## config.mk

```make
export PLATFORM = sky130hd
export DESIGN_NAME = mux_scan_n
export DESIGN_NICKNAME = d
export VERILOG_FILES = /design/src/rtl/mux_scan_n.sv
export SDC_FILE = /design/constraint.sdc
export NUM_CORES = 1
export LEC_CHECK = 0
export ABC_CLOCK_PERIOD_IN_PS = 1800
export CORE_MARGIN = 2
export CORE_UTILIZATION = 43
export DETAILED_ROUTE_END_ITERATION = 8
export GPL_TIMING_DRIVEN = 0
export PLACE_DENSITY = 0.81
export SYNTH_ARGS = -nofsm -noshare
export SYNTH_HDL_FRONTEND = slang
export SYNTH_SLANG_ARGS = --single-unit
```

## constraint.sdc

```tcl
create_clock -name Clk -period 1.8 [get_ports Clk]
set_input_delay 0.36 -clock Clk [delete_from_list [all_inputs] [get_ports Clk]]
set_output_delay 0.36 -clock Clk [all_outputs]
set_load 0.01 [all_outputs]
```

## src/rtl/mux_scan_n.sv

```systemverilog
// NCH-channel W-bit registered mux with manual select or auto-scan rotation and active-low strobe.
// Optional: define MUX_SCAN_BLANK_GAP_EN to blank An for the first dwell cycle of each new scan channel (DIV=1 then always blanks; misuse).
module mux_scan_n #(
  parameter int unsigned W    = 4,
  parameter int unsigned NCH  = 4,
  parameter int unsigned SELW = 2,
  parameter int unsigned DIV  = 4
) (
  input  logic              Clk,
  input  logic              Reset_n,
  input  logic [NCH*W-1:0]  D,
  input  logic [SELW-1:0]   S,
  input  logic              Mode,
  input  logic              En,
  output logic [W-1:0]      Out,
  output logic [NCH-1:0]    An,
  output logic [SELW-1:0]   Sel,
  output logic              Tick
);

  localparam int unsigned    CW       = (DIV > 1) ? $clog2(DIV) : 1;
  localparam logic [CW-1:0]  CNT_LAST = CW'(DIV - 1);
  localparam logic [SELW-1:0] SEL_LAST = SELW'(NCH - 1);
`ifdef MUX_SCAN_BLANK_GAP_EN
  localparam bit BLANK_GAP = 1'b1;
`else
  localparam bit BLANK_GAP = 1'b0;
`endif

  typedef enum logic {MODE_MANUAL = 1'b0, MODE_SCAN = 1'b1} mode_e;

  logic [W-1:0]    out_q,  out_d;
  logic [NCH-1:0]  an_q,   an_d;
  logic [SELW-1:0] sel_q,  sel_d;
  logic            tick_q, tick_d;
  logic [CW-1:0]   cnt_q,  cnt_d;
  mode_e           mode_q, mode_d;
  logic [SELW-1:0] nxt;

  // Indices at or above NCH yield zero data and a blank strobe.
  function automatic logic [W-1:0] chan_data(input logic [NCH*W-1:0] d,
                                             input logic [SELW-1:0] idx);
    chan_data = '0;
    for (int unsigned k = 0; k < NCH; k++)
      if (SELW'(k) == idx) chan_data = d[k*W +: W];
  endfunction

  function automatic logic [NCH-1:0] onehot_n(input logic [SELW-1:0] idx);
    onehot_n = '1;
    for (int unsigned k = 0; k < NCH; k++)
      if (SELW'(k) == idx) onehot_n[k] = 1'b0;
  endfunction

  assign nxt = (sel_q == SEL_LAST) ? '0 : sel_q + 1'b1;

  always_comb begin
    out_d  = out_q;
    an_d   = an_q;
    sel_d  = sel_q;
    tick_d = 1'b0;
    cnt_d  = cnt_q;
    mode_d = mode_q;
    if (!En) begin
      an_d = '1;
    end else begin
      mode_d = Mode ? MODE_SCAN : MODE_MANUAL;
      if (!Mode) begin
        sel_d = S;
        out_d = chan_data(D, S);
        an_d  = onehot_n(S);
        cnt_d = '0;
      end else if (mode_q == MODE_MANUAL) begin
        sel_d  = '0;
        out_d  = chan_data(D, '0);
        an_d   = BLANK_GAP ? '1 : onehot_n('0);
        cnt_d  = '0;
        tick_d = 1'b1;
      end else if (cnt_q == CNT_LAST) begin
        sel_d  = nxt;
        out_d  = chan_data(D, nxt);
        an_d   = BLANK_GAP ? '1 : onehot_n(nxt);
        cnt_d  = '0;
        tick_d = 1'b1;
      end else begin
        // Re-deriving An from Sel (rather than holding) also restores the strobe after an En freeze or blank gap.
        cnt_d = cnt_q + 1'b1;
        out_d = chan_data(D, sel_q);
        an_d  = onehot_n(sel_q);
      end
    end
  end

  always_ff @(posedge Clk) begin
    if (!Reset_n) begin
      out_q  <= '0;
      an_q   <= '1;
      sel_q  <= '0;
      tick_q <= 1'b0;
      cnt_q  <= '0;
      mode_q <= MODE_MANUAL;
    end else begin
      out_q  <= out_d;
      an_q   <= an_d;
      sel_q  <= sel_d;
      tick_q <= tick_d;
      cnt_q  <= cnt_d;
      mode_q <= mode_d;
    end
  end

  assign Out  = out_q;
  assign An   = an_q;
  assign Sel  = sel_q;
  assign Tick = tick_q;

endmodule

```

==> reports/metrics.cfg, run 1 <==
[status]
outcome=complete, but fails checks
violations=negative setup slack

[logic_synthesis]
synth_area_leaders=dfxtp_1 (24%), mux2i_1 (7.6%), ha_1 (7.4%)
ys_warn_count=0
yosysTopAreaCell=dfxtp_1
avgSynthCellArea_um2=7.28
syn_inst=162
synthDominantCellAreaShare_pct=23.8
synth_cell_types=37
ys_seq_elements=14
synth_area_um2=1180
yosysSeqAreaShare_pct=23.8
synth_nets=191

[setup_path]
crit_family=compound AO/OA/AOI/OAI gates
end_kind=register
crit_chain=inv_6 -> ha_4 -> buf_8 -> a2111oi_4 -> o311ai_1 -> a222oi_1 -> a21oi_1
max_stage_delay_ns=0.43
critPathKind=reg2reg
cp_num_buf_inv=2
crit_arrival_ns=2.00
start_kind=register
crit_fanout=7
required_ns=1.96
slowest_stage=dfxtp_4

[clock_network]
clock_path_buffers=2
cts_hold_buf=0
clk_latency_ns=0.28
cts_tree=done
numCtsBuffers=3
cts_max_level=1
clock-sinks=14
clkTransAtPathRegs_ns=0.09
root_buffer=clkbuf_4

[sta]
setup_viol=1
slew_headroom_pct=70.4
drv_slew=0
tightest_slew_ns=0.444
min_period_over_period_pct=102
fin_hold_ws_ns=0.534
max_freq_mhz=545
rsz0062_at_grt=yes
skew_ns=0.00529
worst_slack_ns=-0.0365
fin_crit_ns=1.84
hold_violations=0

[floorplan]
core_um2=2540
io_pins=33
row_count=18
die_h_um=56.4
die_width_um=56.4
start_util_pct=46.3
die-area_um2=3180

[global_routing]
grt_usage_pct=23.7
grt_max_degree=11
grt_pass1_wl_um=6090
grt_pass1_vias=1316
gr-total-overflow=0
antenna_found_initial=0

[route]
first_iter_violations=102
vias=1435
wirelength_um=3770
wire_per_inst_um=16.5
remaining_drc_errors=0
drt_first_pass_iters=4
antenna_left=0
via_per_inst=6.29

[flow_run]
cap_viol_max_count=0

[final_layout]
drive_gt1_share_pct=14.6
syn2layout_area_growth_pct=41.8
stdcell_count=228
antennaDiodeCount=0
num-nets-final=229

[worst_hold_path]
hold_class=reg2reg

[placement]
dpl.hpwl_um=2680
portBuffers=30
routabilityCongestion=0.968
dpl.cell_count=222

[pwr]
p_per_area_nw_per_um2=516
ir_worst_vdd_mv=0.490
p_leak_nw=0.613

[power by group]
group	switching [W]	internal (W)	leakage, nW
clock network	0.000106	0.0000778	0.0138
logic	0.000168	0.000166	0.483
registers	0.0000185	0.000326	0.116
total	0.000293	0.000569	0.613
[worst min-delay path, cell delays in order (launching register included)]
cell and delay, ns:
dfxtp_1 0.31, o21ai_0 0.13, a31oi_1 0.04
[registers in the layout (all words and copies together) (netlist names)]
register	flops
Out	4
An	4
mode_q	1
cnt_q	2
Tick	1
Sel	2
[cell usage after synthesis (all sizes together)]
master,number
a211oi,1
buf,3
a21o,1
nor2b,3
and3b,1
mux2i,9
ha,7
inv,10
a222oi,1
a221oi,1
o311ai,1
nand2b,2
a22oi,2
o221a,1
a2111oi,5
nand4,3
nand2,19
a32oi,2
a21oi,9
and2b,1
and2,2
clkbuf,8
nor3,5
nand3b,2
nor2,16
o22ai,3
mux4,1
mux2,1
o221ai,1
o211ai,3
o21a,1
o21ai,17
a31oi,4
dfxtp,14
nand3,2
[cells in the final DEF, fill, tap and decap left out, types with 3 or more instances in the layout]
master,netlist,layout
inv_1,10,8
clkbuf_4,0,5
nor2b_1,3,3
nand4_1,3,3
o211ai_1,3,3
clkdlybuf4s50_1,0,30
nand2_1,19,19
mux2i_1,9,9
o21ai_0,17,17
a31oi_1,4,4
ha_4,0,3
nor3_1,5,5
a21oi_1,9,9
clkbuf_1,8,4
dfxtp_1,14,12
ha_1,7,3
o22ai_1,3,3
buf_4,0,3
nor2_1,16,16
[kinds of logic after synthesis]
logic type,synth area share (%)
flip-flops,23.8
buffers and inverters,6.90
adder cells (fa/ha/maj),7.43
AND/OR/NAND/NOR,22.2
AO/OA/AOI/OAI,29.2
multiplexers,10.5
[repair_timing]
item,4_1_cts,5_1_grt
endpoints found under the setup margin,4,4
pin swaps,1,4
buffers inserted,1,3
resized for setup,7,22
[per-stage QoR]
| step | utilization, % | setup WS (ns) | instance area, um2 | total power (W) | setup TNS, ns |
|---|---|---|---|---|---|
| global placement | 60.2 | -0.360 | 1530 | 0.000629 | -1.16 |
| finish | 65.7 | -0.0365 | 1670 | 0.000862 | -0.0365 |
| global route | 65.7 | -0.0877 | 1670 | 0.000900 | -0.100 |
| floorplan | - | 0.0123 | 1190 | 0.000508 | 0 |
| CTS | 61.8 | -0.0756 | 1570 | 0.000820 | -0.0756 |
| detailed placement | 60.2 | -0.388 | 1530 | 0.000636 | -1.23 |
[layout make-up]
class                           instances  area, um2
Inverter                               10       45.0
Clock buffer                            3       22.5
Sequential cell                        14        288
Multi-Input combinational cell        127        891
Tap cell                               30       37.5
Fill cell                             225        873
Timing Repair Buffer                   34        338
Buffer                                 10       50.0
[routing by layer]
metal	vias up	track usage [%]	wire, um
met5	-	0	0
met4	0	6.46	88
met3	21	4.15	375
met2	91	39.7	1800
met1	655	31.3	1510
li1	668	-	-
[path summary, 6_finish.rpt]
kind	from	to	slack (ns)	cells past startpoint
max	Sel[0]	Out[3]	-0.04	7
min	Out[2]	Out[2]	0.53	2
max reg2reg	Sel[0]	Out[3]	-0.04	7
min reg2reg	Out[2]	Out[2]	0.53	2
Note: power is estimated with default switching activity, not from simulation.
==> inputs of run 2 (changes only) <==
ABC_CLOCK_PERIOD_IN_PS = 2300   (was 1800)
CORE_UTILIZATION = 51   (was 43)
PLACE_DENSITY = 0.89   (was 0.81)
clock period = 2.3 ns   (was 1.8 ns; I/O delays follow)
==> reports/metrics.cfg, run 2 (synthesis gave the netlist of run 1 again) <==
[setup_path]
crit_arrival_ns=2.31
start_kind=register
crit_fanout=9
max_stage_delay_ns=0.45
required_ns=2.46
slowest_stage=a222oi_1
cp_num_buf_inv=1
crit_family=compound AO/OA/AOI/OAI gates
crit_chain=inv_2 -> ha_4 -> and3b_1 -> a2111oi_2 -> o311ai_1 -> a222oi_1 -> a21oi_1
end_kind=register
critPathKind=reg2reg

[final_layout]
mostFrequentLayoutCells=clkdlybuf4s50_1 (30), nand2_1 (19), o21ai_0 (17), nor2_1 (16), dfxtp_1 (12)
num-nets-final=225
fin_area_um2=1560
multi_input_area_um2=837
regArea_um2=283
mostFrequentLayoutCell=clkdlybuf4s50_1
antennaDiodeCount=0
nFillCells=176
stdcell_count=222
drive_gt1_share_pct=8.25
syn2layout_area_growth_pct=32.0

[placement]
portBuffers=30
routabilityCongestion=0.934
postPlaceCellArea_um2=1510
dpl.cell_count=220
dpl.hpwl_um=2650

[route]
via_per_inst=6.24
vias=1385
first_iter_violations=64
antenna_left=0
drt_first_pass_iters=4
remaining_drc_errors=0
wire_per_inst_um=16.2
wirelength_um=3610

[pwr]
power_w=0.000641
p_per_area_nw_per_um2=412
ir_worst_vdd_mv=0.358
p_leak_nw=0.574

[sta]
rsz0062_at_grt=no
fin_crit_ns=2.15
hold_violations=0
max_freq_mhz=465
slew_headroom_pct=65.1
tightest_slew_ns=0.523
skew_ns=0.000609
drv_slew=0
setup_viol=0
min_period_over_period_pct=93.5

[global_routing]
grt_pass1_wl_um=5700
antenna_found_initial=0
grt_usage_pct=28.1
grt_pass1_vias=1312
grt_max_degree=11
gr-total-overflow=0

[floorplan]
die_h_um=52.1
die_width_um=52.1
io_pins=33
core_um2=2190
die-area_um2=2710
row_count=17
start_util_pct=53.8

[clock_network]
numCtsBuffers=3
cts_max_level=1
clock-sinks=14
clk_latency_ns=0.29
root_buffer=clkbuf_4
cts_tree=done
clkTransAtPathRegs_ns=0.08
clock_path_buffers=2

[worst_hold_path]
hold_class=reg2reg

[flow_run]
cap_viol_max_count=0

[status]
outcome=finished clean

## run 2: where the power goes
| part | internal [W] | total [W] | switching [W] |
|---|---|---|---|
| combinational | 0.000113 | 0.000235 | 0.000122 |
| sequential | 0.000256 | 0.000267 | 0.0000113 |
| clock | 0.0000610 | 0.000139 | 0.0000783 |
| total | 0.000430 | 0.000641 | 0.000211 |
## run 2: area by class of cell
type,instances,area share (%)
inverters,10,2.41
flip-flops and latches,14,18.2
repair buffers,30,19.3
plain buffers,10,2.57
well taps,28,2.25
multi-input cells,127,53.8
clock buffers,3,1.45
## run 2: stage by stage
stage               util [%]  TNS [ns]  hold WS (ns)  worst slack [ns]
finish                  71.0         0         0.537             0.150
global route            71.0         0         0.579            0.0339
CTS                     70.5         0         0.540            0.0556
detailed placement      69.1    -0.171         0.524            -0.148
global placement        69.1         0         0.520           0.00387
floorplan                  -         0         0.513             0.322
## run 2: metal layers
metal	routed length, um	global-route usage, %	part of all wire [%]	vias to the layer above
met1	1430	33.7	40	644
li1	-	-	-	657
met3	366	7.18	10	8
met4	72	13.6	2.0	0
met5	0	0	0	-
met2	1730	46.2	48	76
## run 2: worst reg2reg max path, delay by kind of cell (launching register included)
kind	cells	cell delay (ns)
simple gates	1	0.21
compound gates	4	1.10
flops	1	0.37
fa+ha+maj	1	0.21
buf+inv	1	0.12
## run 2: timing repair
action,in CTS,in global routing
gates resized for setup,2,6
setup buffers,0,0
endpoints found under the setup margin,1,2
hold buffers,0,0
pin swaps,1,1
## run 2: final timing paths
path                from      to  slack, ns  depth (start not counted)
setup reg to reg  Sel[0]  Out[3]       0.15                          7
hold / removal    Out[1]  Out[1]       0.54                          2
setup / recovery  Sel[0]  Out[3]       0.15                          7
hold reg to reg   Out[1]  Out[1]       0.54                          2
